### src/rtl/sub_16bit_serial_pkg.sv
// Shared definitions for the nibble-serial 16-bit subtractor.
// Optional saturation is enabled by defining SUB_SAT_EN.
package sub_16bit_serial_pkg;

    typedef enum logic [1:0] {
        IDLE = 2'd0,
        RUN  = 2'd1,
        DONE = 2'd2
    } state_t;

    localparam int unsigned NIBBLES = 4;
    localparam logic [15:0] SAT_POS = 16'h7FFF;
    localparam logic [15:0] SAT_NEG = 16'h8000;

endpackage

### src/rtl/sub_16bit_serial_slice.sv
// 4-bit subtract slice: sum = A + ~B + C_in, built from 1-bit full adders.
module full_adder_1bit (
    input  logic a,
    input  logic b,
    input  logic c_in,
    output logic sum,
    output logic c_out
);
    always_comb begin
        sum   = a ^ b ^ c_in;
        c_out = (a & b) | (c_in & (a ^ b));
    end
endmodule

module sub_slice_4bit (
    input  logic [3:0] A,
    input  logic [3:0] B,
    input  logic       C_in,
    output logic [3:0] sum,
    output logic       C_out
);
    logic [4:0] c;

    assign c[0]  = C_in;
    assign C_out = c[4];

    for (genvar i = 0; i < 4; i++) begin : g_bit
        full_adder_1bit u_fa (
            .a     (A[i]),
            .b     (~B[i]),
            .c_in  (c[i]),
            .sum   (sum[i]),
            .c_out (c[i+1])
        );
    end
endmodule

### src/rtl/sub_16bit_serial.sv
// Multi-cycle 16-bit subtractor, one nibble per cycle, LSB nibble first.
// Define SUB_SAT_EN to saturate Diff on signed overflow.
module sub_16bit_serial
    import sub_16bit_serial_pkg::*;
(
    input  logic        clk,
    input  logic        rst,
    input  logic        start,
    input  logic [15:0] A,
    input  logic [15:0] B,
    output logic        busy,
    output logic        done,
    output logic [15:0] Diff,
    output logic        B_out,
    output logic        Ovfl,
    output logic        Neg,
    output logic        Zero
);
    state_t      state, state_nx;
    logic [1:0]  cnt;
    logic [15:0] a_q, b_q;
    logic [11:0] raw;
    logic        carry;
    logic [3:0]  a_nib, b_nib, nib_sum;
    logic        nib_cout;
    logic        accept, last;
    logic [15:0] raw_full, diff_fin;
    logic        ovfl_fin;

    sub_slice_4bit u_slice (
        .A     (a_nib),
        .B     (b_nib),
        .C_in  (carry),
        .sum   (nib_sum),
        .C_out (nib_cout)
    );

    always_comb begin
        case (cnt)
            2'd0:    begin a_nib = a_q[3:0];   b_nib = b_q[3:0];   end
            2'd1:    begin a_nib = a_q[7:4];   b_nib = b_q[7:4];   end
            2'd2:    begin a_nib = a_q[11:8];  b_nib = b_q[11:8];  end
            default: begin a_nib = a_q[15:12]; b_nib = b_q[15:12]; end
        endcase
    end

    assign accept = start && (state == IDLE || state == DONE);
    assign last   = (state == RUN) && (cnt == 2'(NIBBLES - 1));

    always_comb begin
        state_nx = state;
        case (state)
            IDLE:    if (start) state_nx = RUN;
            RUN:     if (last)  state_nx = DONE;
            DONE:    state_nx = start ? RUN : IDLE;
            default: state_nx = IDLE;
        endcase
    end

    // Final nibble is combined with the stored lower 12 bits in the same cycle.
    always_comb begin
        raw_full = {nib_sum, raw};
        ovfl_fin = (a_q[15] != b_q[15]) && (nib_sum[3] != a_q[15]);
`ifdef SUB_SAT_EN
        diff_fin = ovfl_fin ? (a_q[15] ? SAT_NEG : SAT_POS) : raw_full;
`else
        diff_fin = raw_full;
`endif
    end

    always_ff @(posedge clk or posedge rst) begin
        if (rst) begin
            state <= IDLE;
            cnt   <= '0;
            a_q   <= '0;
            b_q   <= '0;
            raw   <= '0;
            carry <= 1'b0;
            busy  <= 1'b0;
            done  <= 1'b0;
            Diff  <= '0;
            B_out <= 1'b0;
            Ovfl  <= 1'b0;
            Neg   <= 1'b0;
            Zero  <= 1'b1;
        end else begin
            state <= state_nx;
            busy  <= (state_nx == RUN);
            done  <= (state_nx == DONE);
            if (accept) begin
                a_q   <= A;
                b_q   <= B;
                cnt   <= '0;
                carry <= 1'b1;
            end else if (state == RUN) begin
                carry <= nib_cout;
                cnt   <= cnt + 2'd1;
                case (cnt)
                    2'd0:    raw[3:0]  <= nib_sum;
                    2'd1:    raw[7:4]  <= nib_sum;
                    2'd2:    raw[11:8] <= nib_sum;
                    default: ;
                endcase
                if (last) begin
                    Diff  <= diff_fin;
                    B_out <= ~nib_cout;
                    Ovfl  <= ovfl_fin;
                    Neg   <= diff_fin[15];
                    Zero  <= (diff_fin == '0);
                end
            end
        end
    end

endmodule
### config.mk
export PLATFORM = sky130hd
export DESIGN_NAME = sub_16bit_serial
export DESIGN_NICKNAME = d
export VERILOG_FILES = /design/src/rtl/sub_16bit_serial_pkg.sv /design/src/rtl/sub_16bit_serial_slice.sv /design/src/rtl/sub_16bit_serial.sv
export SDC_FILE = /design/constraint.sdc
export NUM_CORES = 1
export LEC_CHECK = 0
export BUFFER_PORTS_ARGS = -buffer_cell sky130_fd_sc_hd__buf_2
export CAP_MARGIN = 40
export CORE_MARGIN = 2
export CORE_UTILIZATION = 55
export CTS_BUF_LIST = sky130_fd_sc_hd__clkbuf_16
export DETAILED_ROUTE_END_ITERATION = 10
export PLACE_DENSITY = 0.86
export SLEW_MARGIN = 25
export SYNTH_ARGS = -nofsm -noshare
export SYNTH_HDL_FRONTEND = slang
export SYNTH_SLANG_ARGS = --single-unit
### constraint.sdc
create_clock -name clk -period 3.72 [get_ports clk]
set_clock_uncertainty 0.15 [all_clocks]
set_input_delay 0.372 -clock clk [delete_from_list [all_inputs] [get_ports clk]]
set_output_delay 0.372 -clock clk [all_outputs]
set_load 0.05 [all_outputs]
======== Yosys cells after proc, flatten, opt, wreduce, memory -nomap -nowiden ========
Index checks and enable logic that the tools add are counted.
Widths: inputs -> output; s select.
storage, ports and cells
  register bits ........................... 71
  logic and storage cells ................. 73
  input port bits ......................... 35
  output and inout port bits .............. 22
cells by class
  muxes and demuxes ....................... 10
  add/sub/neg operators ................... 1
  equality and inequality tests ........... 9
  bitwise operators ....................... 26
  reductions and logical operators ........ 12
operators by type and width
  operator             number
  $pmux 4 s3           2
  $logic_not 16->1     1
  $reduce_and 3->1     4
  $and 1x1->1          8
  $eq 2x2->1 const B   4
  $mux 2               4
  $xor 1x1->1          8
  $eq 2x1->1 const B   3
  $not 1->1            6
  $pmux 2 s3           1
  $logic_not 2->1      2
  $or 1x1->1           4
  $logic_and 1x1->1    3
  $mux 1               3
  $add 2x1->2 const B  1
  $ne 1x1->1           2
  $reduce_bool 2->1    1
  $logic_or 1x1->1     1

======== Logic depth before layout (Yosys ltp) ========
Gate-level depths: netlist of run 1.
  depth in word-level cells ............... 14
  depth in mapped cells ................... 16
  mapped depth without buffers ............ 15

======== Hierarchy ========
From an unflattened synthesis of run 1, not the netlist that was laid out.
unflattened totals
  cells, all modules ...................... 274
  area, all modules ....................... 3124.2 µm²
modules (own cells, without submodules)
  module            cells an instance  seq. area each (µm²)  instances  area each (µm²)
  sub_16bit_serial  266                1752.9                1          3029.2
  full_adder_1bit   1                  0.0                   4          20.0
  sub_slice_4bit    4                  0.0                   1          15.0

======== Least setup slack after synthesis of run 1 ========
OpenSTA, ideal clock, no wires.
  kind .................................... reg-to-reg
  start ................................... register cnt[0]
  end ..................................... register Zero
  path slack .............................. 0.347 ns
  library setup time ...................... 0.079 ns
  arrival time ............................ 3.144 ns
  buffers on the path ..................... 1
  stages on the path, launching flop included .. 17
  required time ........................... 3.491 ns
  period minus slack after synthesis ...... 3.373 ns
  cell sequence ........................... dfrtp_1 -> inv_1 -> ha_1 -> buf_2 -> a222oi_1 -> nand2_1 -> o21ai_0 -> fa_1 -> inv_1 -> fa_1 -> inv_1 -> fa_1 -> inv_1 -> fa_1 -> nor4bb_1 -> nand4_1 -> o21ai_0
between the ends
  longest elaborated chain between the ends .. 12
  elaborated cells on any way between the ends .. 30
  classes of those cells .................. eq/ne (3); mux (2); bitwise (21); reduce/logical (4)
RTL lines
  item                                      RTL line                                                    text
  from (decl)                               sub_16bit_serial.sv:20                                      logic [1:0] cnt;
  from (signal assigned)                    sub_16bit_serial.sv:97                                      cnt <= cnt + 2'd1;
  $eq 2x2->1, or another cell as far along  sub_16bit_serial.sv:39                                      case (cnt)
  $pmux 4 s3                                sub_16bit_serial.sv:39
  $not 1->1                                 sub_16bit_serial_slice.sv:30                                .b (~B[i]),
  $xor 1x1->1                               sub_16bit_serial_slice.sv:10, sub_16bit_serial_slice.sv:11
  $and 1x1->1                               sub_16bit_serial_slice.sv:11                                c_out = (a & b) | (c_in & (a ^ b));
  $or 1x1->1                                sub_16bit_serial_slice.sv:11
  $and 1x1->1                               sub_16bit_serial_slice.sv:11
  $or 1x1->1                                sub_16bit_serial_slice.sv:11
  $and 1x1->1                               sub_16bit_serial_slice.sv:11
  $or 1x1->1                                sub_16bit_serial_slice.sv:11
  $xor 1x1->1                               sub_16bit_serial_slice.sv:10                                sum = a ^ b ^ c_in;
  $logic_not 16->1                          sub_16bit_serial.sv:109                                     Zero <= (diff_fin == '0);
  to (signal assigned)                      sub_16bit_serial.sv:109
  to (decl)                                 sub_16bit_serial.sv:17                                      output logic Zero
Several ways; a longest one is shown, not always the timed one.
A chain may end at the register's enable or synchronous reset.

======== Final worst setup path of run 1 ========
  start ................................... register cnt[1]
  end ..................................... register Zero
The elaborated chain is that of the path after synthesis.

==> results of run 1 <==
-- flip-flops by register name (all words and copies together), names as in the netlist --
signal	count
Ovfl	1
cnt	2
Zero	1
a_q	16
busy	1
done	1
raw	12
Diff	16
state	2
b_q	16
carry	1
B_out	1
-- final timing paths --
| kind | startpoint | endpoint | slack, ps | cells after the start |
|---|---|---|---|---|
| max | cnt[1] | Zero | 210 | 15 |
| min | A[13] | a_q[13] | 80 | 3 |
| min in group asynchronous | rst | Diff[4] | 470 | 3 |
| max in group asynchronous | rst | b_q[14] | 2130 | 5 |
| min reg2reg | b_q[14] | b_q[14] | 320 | 2 |
| max reg2reg | cnt[1] | Zero | 210 | 15 |
-- cells in the final DEF, fill, tap and decap left out, types with 2 or more instances in the layout --
master / count
inv_1: 8
nor2_1: 4
inv_2: 2
clkinv_1: 3
o21ai_0: 16
mux2_2: 11
dfrtp_1: 68
a21oi_1: 5
nand2_1: 109
mux2_4: 10
fa_2: 2
ha_2: 2
fa_1: 2
nor4_1: 3
a222oi_1: 8
buf_4: 7
nand3b_1: 3
clkbuf_16: 9
buf_2: 56
ha_1: 2
-- routing by layer --
| metal | up-vias | global-route usage [%] | share of wire [%] |
|---|---|---|---|
| met2 | 75 | 37.0 | 51 |
| met5 | - | 0 | 0 |
| met4 | 0 | 10.7 | 2.2 |
| met3 | 15 | 3.68 | 5.2 |
| li1 | 1073 | - | - |
| met1 | 1057 | 27.4 | 42 |
-- through the flow --
| stage | instances | setup WS (ps) |
|---|---|---|
| finish | 423 | 206 |
| global route | 423 | 8.77 |
| CTS | 421 | 46.8 |
| detailed placement | 406 | -0.136 |
| global placement | 405 | 293 |
| floorplan | 288 | 347 |
-- timing repair --
| action | in CTS | in global routing |
|---|---|---|
| gates resized for setup | 1 | 13 |
| endpoints found under the hold margin | 21 | 0 |
| hold buffers | 1 | 0 |
| buffers inserted | 0 | 2 |
| pin swaps | 0 | 6 |
| setup endpoints to repair | 1 | 2 |
-- kinds of logic after synthesis --
family                   synth area share (%)
AO/OA/AOI/OAI                            6.63
adder cells (fa/ha/maj)                  4.67
buffers and inverters                    4.18
flip-flops                               57.4
multiplexers                             9.30
AND/OR/NAND/NOR                          17.9
-- final cells by class --
cell class / count / share of cell area, %
Clock buffer: 9 / 6.06
Clock inverter: 5 / 0.539
Inverter: 10 / 1.11
Multi-Input combinational cell: 192 / 32.9
Sequential cell: 70 / 47.2
Tap cell: 72 / 2.43
Timing Repair Buffer: 65 / 9.77
-- critical path, cell delays in order (launching register included) --
cell	delay, ps
dfrtp_1	390
inv_1	120
ha_4	190
a222oi_1	330
nand2_1	110
o21ai_2	80
fa_2	200
inv_1	40
fa_1	360
inv_1	80
fa_1	180
inv_1	70
fa_2	590
nor4bb_4	280
nand4_1	100
o21ai_1	160
==> flow_summary.ini, run 1 <==
[grt]
track_usage_pct = 21.9
overflow = 0
grt_max_degree = 35
grt_pass1_wl_um = 10300
antenna_found_initial = 0
first_global_vias = 2138

[clocking]
h-tree-depth = 3
cts.sinks = 70
clk_latency_ps = 330
cts_root_buf = clkbuf_16
worst_setup_hold_path_clk_slew_ps = 50
numCtsBuffers = 9
cts_tree = built
ctsLongestPathBuffers = 2

[cells_and_area]
multi_input_area_um2 = 1220
fin_area_um2 = 3710
utilization_pct = 68.3
antennaDiodeCount = 0
nFillCells = 430
final_nets = 392
seqCellArea_um2 = 1750
drive_gt1_share_pct = 31.3
syn_to_final_growth_pct = 21.6

[routing]
routed_wl_um = 6110
route.detailed.drc = 0
postRouteAntennaNets = 0
drt-pass1-iter-count = 6
vias_per_cell = 5.25
routedWlPerCell_um = 14.4
vias = 2220
drt_iter0_markers = 171

[place]
place_congestion = 0.946
port_buffers = 56
dp_hpwl_um = 4460
dpl_cell_area_um2 = 3400

[setup_path]
critPathRequiredTime_ps = 3820
cp-end-kind = register
cp-start-kind = register
worstSetupPathType = register to register
path_max_fanout = 6
cp_data_arrival_time_ps = 3610

[logic_synthesis]
synthFlopType = dfrtp_1
synth-seq-area-share_pct = 57.4
synth_nets = 332
synth_top_cells_by_area = dfrtp_1 (57%), nand2_1 (13%), mux2_4 (4.9%)
syn_area_um2 = 3060
ys_warn_count = 0
syn_avg_cell_area_um2 = 10.6
synth-async-reset-ratio_pct = 100
synth_top_area_share_pct = 56.5
ys_ff_latch = 70
synth_common_cells = nand2_1 (109), dfrtp_1 (69), o21ai_0 (18)
synth_most_common_cell = nand2_1
netlist-cell-type-count = 28
synthCells = 288
synth-edff-count = 0
yosys.area.top_type = dfrtp_1

[floorplan]
die_x_um = 78.5
core_um2 = 5440
io_pins = 57
die-area_um2 = 6170
start_util_pct = 56.2
die_h_um = 78.5
rows = 27

[sta]
grt_setup_unrepaired = no
worst_pin_slew_ps = 610
hold_violations = 0
fmax_ghz = 0.285
slew_headroom_pct = 59.3
setup_viol = 0
period_needed_ps = 3510
holdWs_ps = 82.0
setup_tns_ps = 0
final.period_utilization_pct = 94.5
slew_violations = 0

[worst_hold_path]
hold_path_class = input pin to register

[run_status]
status = complete, no violations

[job]
max_cap_violations = 0
Power of run 1 is left out: the tool's default activity adds up to more than one toggle a clock period on the data nets, which glitch-free logic cannot reach.
==> run 2: changes to the inputs <==
--- a/config.mk
+++ b/config.mk
@@ -11,7 +11,7 @@
 export CORE_UTILIZATION = 55
 export CTS_BUF_LIST = sky130_fd_sc_hd__clkbuf_16
 export DETAILED_ROUTE_END_ITERATION = 10
-export PLACE_DENSITY = 0.86
+export PLACE_DENSITY_LB_ADDON = 0.08
 export SLEW_MARGIN = 25
 export SYNTH_ARGS = -nofsm -noshare
 export SYNTH_HDL_FRONTEND = slang
==> run 2 against run 1 <==
  * The run now ends with negative hold slack left
  * Critical path depth stayed put
  * Critical endpoint unchanged
  * Clock-buffer cell count stayed put
  * Non-clock buffer count shrank 4
  * Global-route usage fell by 0.63 points
  * Sequential share of layout area about the same
  * Register-to-register slack got worse by 40 ps
  * Cell count shrank 0.47%
==> flow_summary.ini, run 2 (synthesized netlist as in run 1, its figures left out) <==
[power]
combPwrFrac_pct = 46.8
switching_power_mw = 1.78
power.share.clock_pct = 20.9
seqPwrFrac_pct = 32.3
p_leak_nw = 1.95
total_power_mw = 4.28
internal_power_mw = 2.50
p_per_area_nw_per_um2 = 1150
vdd_drop_max_uv = 523
swShare_pct = 41.6

[routing]
routedWlPerCell_um = 14.0
routed_wl_um = 5910
vias = 2184
postRouteAntennaNets = 0
vias_per_cell = 5.19
drt-pass1-iter-count = 6
drt_iter0_markers = 170
route.detailed.drc = 0

[sta]
slew_headroom_pct = 58.8
hold_violations = 49
setup_viol = 0
setup_slack_ps = 169
grt_setup_unrepaired = no
period_needed_ps = 3550
slew_violations = 0
final.period_utilization_pct = 95.5
worst_pin_slew_ps = 617
fmax_ghz = 0.282
setup_tns_ps = 0
holdWs_ps = -15.9

[place]
dp_hpwl_um = 4030
port_buffers = 56
place_congestion = 0.825
preCtsSetupSlack_ps = -2.81
placed_cells = 405

[clocking]
cts.sinks = 70
h-tree-depth = 3
clk_latency_ps = 330
numCtsBuffers = 9
ctsLongestPathBuffers = 2
cts_tree = built
cts_root_buf = clkbuf_16
worst_setup_hold_path_clk_slew_ps = 60
cts_setup_buffers = 0

[floorplan]
die-area_um2 = 6170
start_util_pct = 56.2
core_um2 = 5440
die_h_um = 78.5
die_x_um = 78.5
io_pins = 57
rows = 27

[cells_and_area]
finalNonFillerCells = 421
seqCellArea_um2 = 1750
mostFrequentLayoutCell = nand2_1
syn_to_final_growth_pct = 21.7
drive_gt1_share_pct = 31.2
nFillCells = 429
final_nets = 388
multi_input_area_um2 = 1200
reg_top3 = Diff: 16 flops, a_q: 16 flops, b_q: 16 flops
antennaDiodeCount = 0
utilization_pct = 68.3
most-common-layout-cells = nand2_1 (109), dfrtp_1 (68), buf_2 (56)

[setup_path]
cp-end-kind = register
cp_data_arrival_time_ps = 3650
critPathRequiredTime_ps = 3820
cp-start-kind = register
path_cells = inv_1, ha_2, a222oi_1, nand2_1, o21ai_2, fa_2, inv_1, fa_1, inv_1, fa_1, inv_1, fa_2, nor4bb_2, nand4_1, o21ai_1
worstSetupPathType = register to register
reg2reg_depth = 15
slowest_delay_ps = 570
slowest_stage = fa_2
path_max_fanout = 9
crit_top_cell = inv_1

[grt]
track_usage_pct = 21.3
overflow = 0
grt_max_degree = 53
first_global_vias = 2096
grt_pass1_wl_um = 10000
antenna_found_initial = 0

[job]
max_cap_violations = 0

[worst_hold_path]
hold_path_class = input pin to async pin

[run_status]
violations = negative hold slack
status = complete, but fails checks
[run 2: cell count changes in the layout (fill, tap and decap cells not counted), moves of 2 or more]
| cell | before | now |
|---|---|---|
| clkinvlp_4 | 1 | 3 |
| inv_2 | 2 | 0 |
| bufinv_16 | 0 | 2 |
| buf_4 | 7 | 5 |
| clkinv_1 | 3 | 1 |
[run 2: through the flow]
step | area, µm² | hold WS [ps]
floorplan | 3060 | 290
global placement | 3380 | 305
detailed placement | 3380 | 307
CTS | 3690 | 11.2
global route | 3720 | 42.3
finish | 3720 | -15.9
[run 2: final timing paths]
kind,end,startpoint,slack [ps]
max,Zero,cnt[0],170
min,Diff[9],rst,-20
max reg2reg,Zero,cnt[0],170
min reg2reg,Zero,Zero,310
max in group asynchronous,a_q[0],rst,2740
min in group clk,b_q[8],B[8],80
[run 2: what timing repair did]
| action | CTS | global route |
|---|---|---|
| gates resized for setup | 1 | 9 |
| hold buffers | 0 | 0 |
| pin swaps | 0 | 0 |
| endpoints found under the setup margin | 1 | 2 |
[run 2: final cells by class]
| type | count | share of cell area, % |
|---|---|---|
| multi-input cells | 192 | 32.2 |
| well taps | 72 | 2.42 |
| inverters | 10 | 1.18 |
| flip-flops and latches | 70 | 47.2 |
| clock inverters | 7 | 2.39 |
| clock buffers | 9 | 6.06 |
| repair buffers | 61 | 8.55 |
[run 2: worst max-delay path: cells and delay by family, from the launching register on]
kind | cells | cell delay, ps
AOI/OAI and AO/OA | 3 | 580
buffers and inverters | 4 | 260
DFF | 1 | 410
adders and majority gates | 5 | 1550
and+or+nand+nor | 3 | 510
[run 2: power groups by stage]
stage               Clock (mW)  Sequential (mW)  Combinational, mW
detailed placement           0             1.39               1.95
floorplan                    0             1.66               1.19
global route             0.937             1.43               2.23
finish                   0.894             1.38               2.00
CTS                      0.908             1.38               1.97
global placement             0             1.38               1.90
[run 2: metal layers]
layer  vias to the layer above  part of all wire (%)  GRT usage (%)
li1                       1062                     -              -
met1                      1049                    44           27.3
met2                        61                    50           34.9
met3                        12                   4.0           4.14
met4                         0                   2.1           10.0
met5                         -                     0              0
Power figures use the tool's default switching activity.
==> run 3: changes to the inputs <==
--- a/config.mk
+++ b/config.mk
@@ -8,7 +8,7 @@
 export BUFFER_PORTS_ARGS = -buffer_cell sky130_fd_sc_hd__buf_2
 export CAP_MARGIN = 40
 export CORE_MARGIN = 2
-export CORE_UTILIZATION = 55
+export CORE_UTILIZATION = 45
 export CTS_BUF_LIST = sky130_fd_sc_hd__clkbuf_16
 export DETAILED_ROUTE_END_ITERATION = 10
 export PLACE_DENSITY_LB_ADDON = 0.08
@@ -16,3 +16,4 @@
 export SYNTH_ARGS = -nofsm -noshare
 export SYNTH_HDL_FRONTEND = slang
 export SYNTH_SLANG_ARGS = --single-unit
+export TNS_END_PERCENT = 100
==> run 3 against run 2 <==
  * The run now ends clean
  * Via count increased by 0.41%
  * Clock-buffer cell count is the same
  * Cell count is 2.6% higher
  * Sequential cell count stayed put
  * Die area is 21% higher
  * Critical path type unchanged
  * Highest routed layer unchanged
==> flow_summary.ini, run 3 (synthesized netlist as in run 1, its figures left out) <==
[run_status]
status = complete, no violations

[setup_path]
critPathRequiredTime_ps = 3820
cp-start-kind = register
cp-end-kind = register
cp_data_arrival_time_ps = 3500
path_max_fanout = 7
reg2reg_depth = 15
crit_end = Zero
rrSetupSlack_ps = 320
critical_path.startpoint = cnt[0]
r2r-end = Zero
worstSetupPathType = register to register
r2r-start = cnt[0]

[cells_and_area]
most-common-layout-cells = nand2_1 (109), dfrtp_1 (68), buf_2 (56)
seqCellArea_um2 = 1750
syn_to_final_growth_pct = 23.1
drive_gt1_share_pct = 31.5
final_nets = 391
mostFrequentLayoutCell = nand2_1
nFillCells = 618
antennaDiodeCount = 0
reg_top3 = Diff: 16 flops, a_q: 16 flops, b_q: 16 flops
multi_input_area_um2 = 1200

[floorplan]
rows = 30
die-area_um2 = 7460
die_h_um = 86.4
io_pins = 57
die_x_um = 86.4
start_util_pct = 45.7
core_um2 = 6680

[routing]
routed_wl_um = 6040
route.detailed.drc = 0
routedWlPerCell_um = 14.0
vias = 2193
drt-pass1-iter-count = 4
postRouteAntennaNets = 0
vias_per_cell = 5.08
drt_iter0_markers = 130

[clocking]
cts_tree = built
cts_root_buf = clkbuf_16
h-tree-depth = 3
ctsLongestPathBuffers = 2
cts.sinks = 70
cts_setup_buffers = 0
numCtsBuffers = 9
worst_setup_hold_path_clk_slew_ps = 60
clk_latency_ps = 330

[worst_hold_path]
hold_path_class = input pin to register

[grt]
grt_use_met1_pct = 24.2
first_global_vias = 2159
grt.busiest_layer = met2
grt_pass1_wl_um = 10500
grt_max_degree = 36
use_met2_pct = 29.2
gr-usage-met3_pct = 4.57
overflow = 0
track_usage_pct = 18.5
antenna_found_initial = 0

[sta]
setup_tns_ps = 0
slew_violations = 0
worst_pin_slew_ps = 453
fmax_ghz = 0.294
setup_viol = 0
period_needed_ps = 3400
grt_setup_unrepaired = no
hold_violations = 0
final.period_utilization_pct = 91.3
slew_headroom_pct = 69.8

[place]
dp_hpwl_um = 4250
place_congestion = 0.883
port_buffers = 56

[job]
max_cap_violations = 0
[run 3: how the worst min path moves through the flow]
stage | from | end | slack, ps | cells after the start
floorplan | b_q[12] | b_q[12] | 290 | 2
global placement | rst | busy | 260 | 2
detailed placement | rst | Diff[10] | 260 | 2
CTS | A[9] | a_q[9] | 70 | 3
global route | B[6] | b_q[6] | 80 | 3
finish | A[9] | a_q[9] | 80 | 3
[run 3: metal layers]
| metal | wire (µm) | part of all wire [%] | vias to the layer above |
|---|---|---|---|
| met5 | 0 | 0 | - |
| met3 | 318 | 5.3 | 12 |
| met4 | 142 | 2.4 | 0 |
| met2 | 2850 | 47 | 71 |
| li1 | - | - | 1077 |
| met1 | 2730 | 45 | 1033 |
[run 3: area by class of cell]
cell class                      count  share of cell area, %
Clock inverter                      7                   2.63
Clock buffer                        9                   5.99
Multi-Input combinational cell    192                   32.0
Timing Repair Buffer               64                   9.12
Tap cell                           80                   2.66
Sequential cell                    70                   46.6
Inverter                           10                  0.998
[run 3: metrics by stage]
| step | hold slack, ps | utilization [%] | instances | setup slack, ps | instance area (µm²) |
|---|---|---|---|---|---|
| 2_1_floorplan | 290 | - | 288 | 347 | 3060 |
| 3_3_place_gp | 263 | 50.9 | 415 | 238 | 3400 |
| 3_5_place_dp | 263 | 50.9 | 415 | 49.8 | 3400 |
| 4_1_cts | 72.7 | 55.9 | 432 | 51.3 | 3730 |
| 5_1_grt | 82.3 | 56.3 | 432 | 25.6 | 3760 |
| 6_report | 79.2 | 56.3 | 432 | 323 | 3760 |
[run 3: worst max-delay path, stage by stage (launching register included)]
cell and delay (ps):
dfrtp_2 410, inv_1 80, ha_2 210, a222oi_1 360
nand2_1 90, o21ai_1 120, fa_1 190, inv_1 50
fa_1 350, inv_1 70, fa_1 150, inv_1 50
fa_2 580, nor4bb_4 200, nand4_1 110, o21ai_1 160
[run 3: what timing repair did]
action                                 CTS  global route
resized for setup                        0            10
endpoints found under the hold margin   20             0
setup endpoints to repair                0             2
hold buffers                             1             0
Power of run 3 is left out for the same reason.
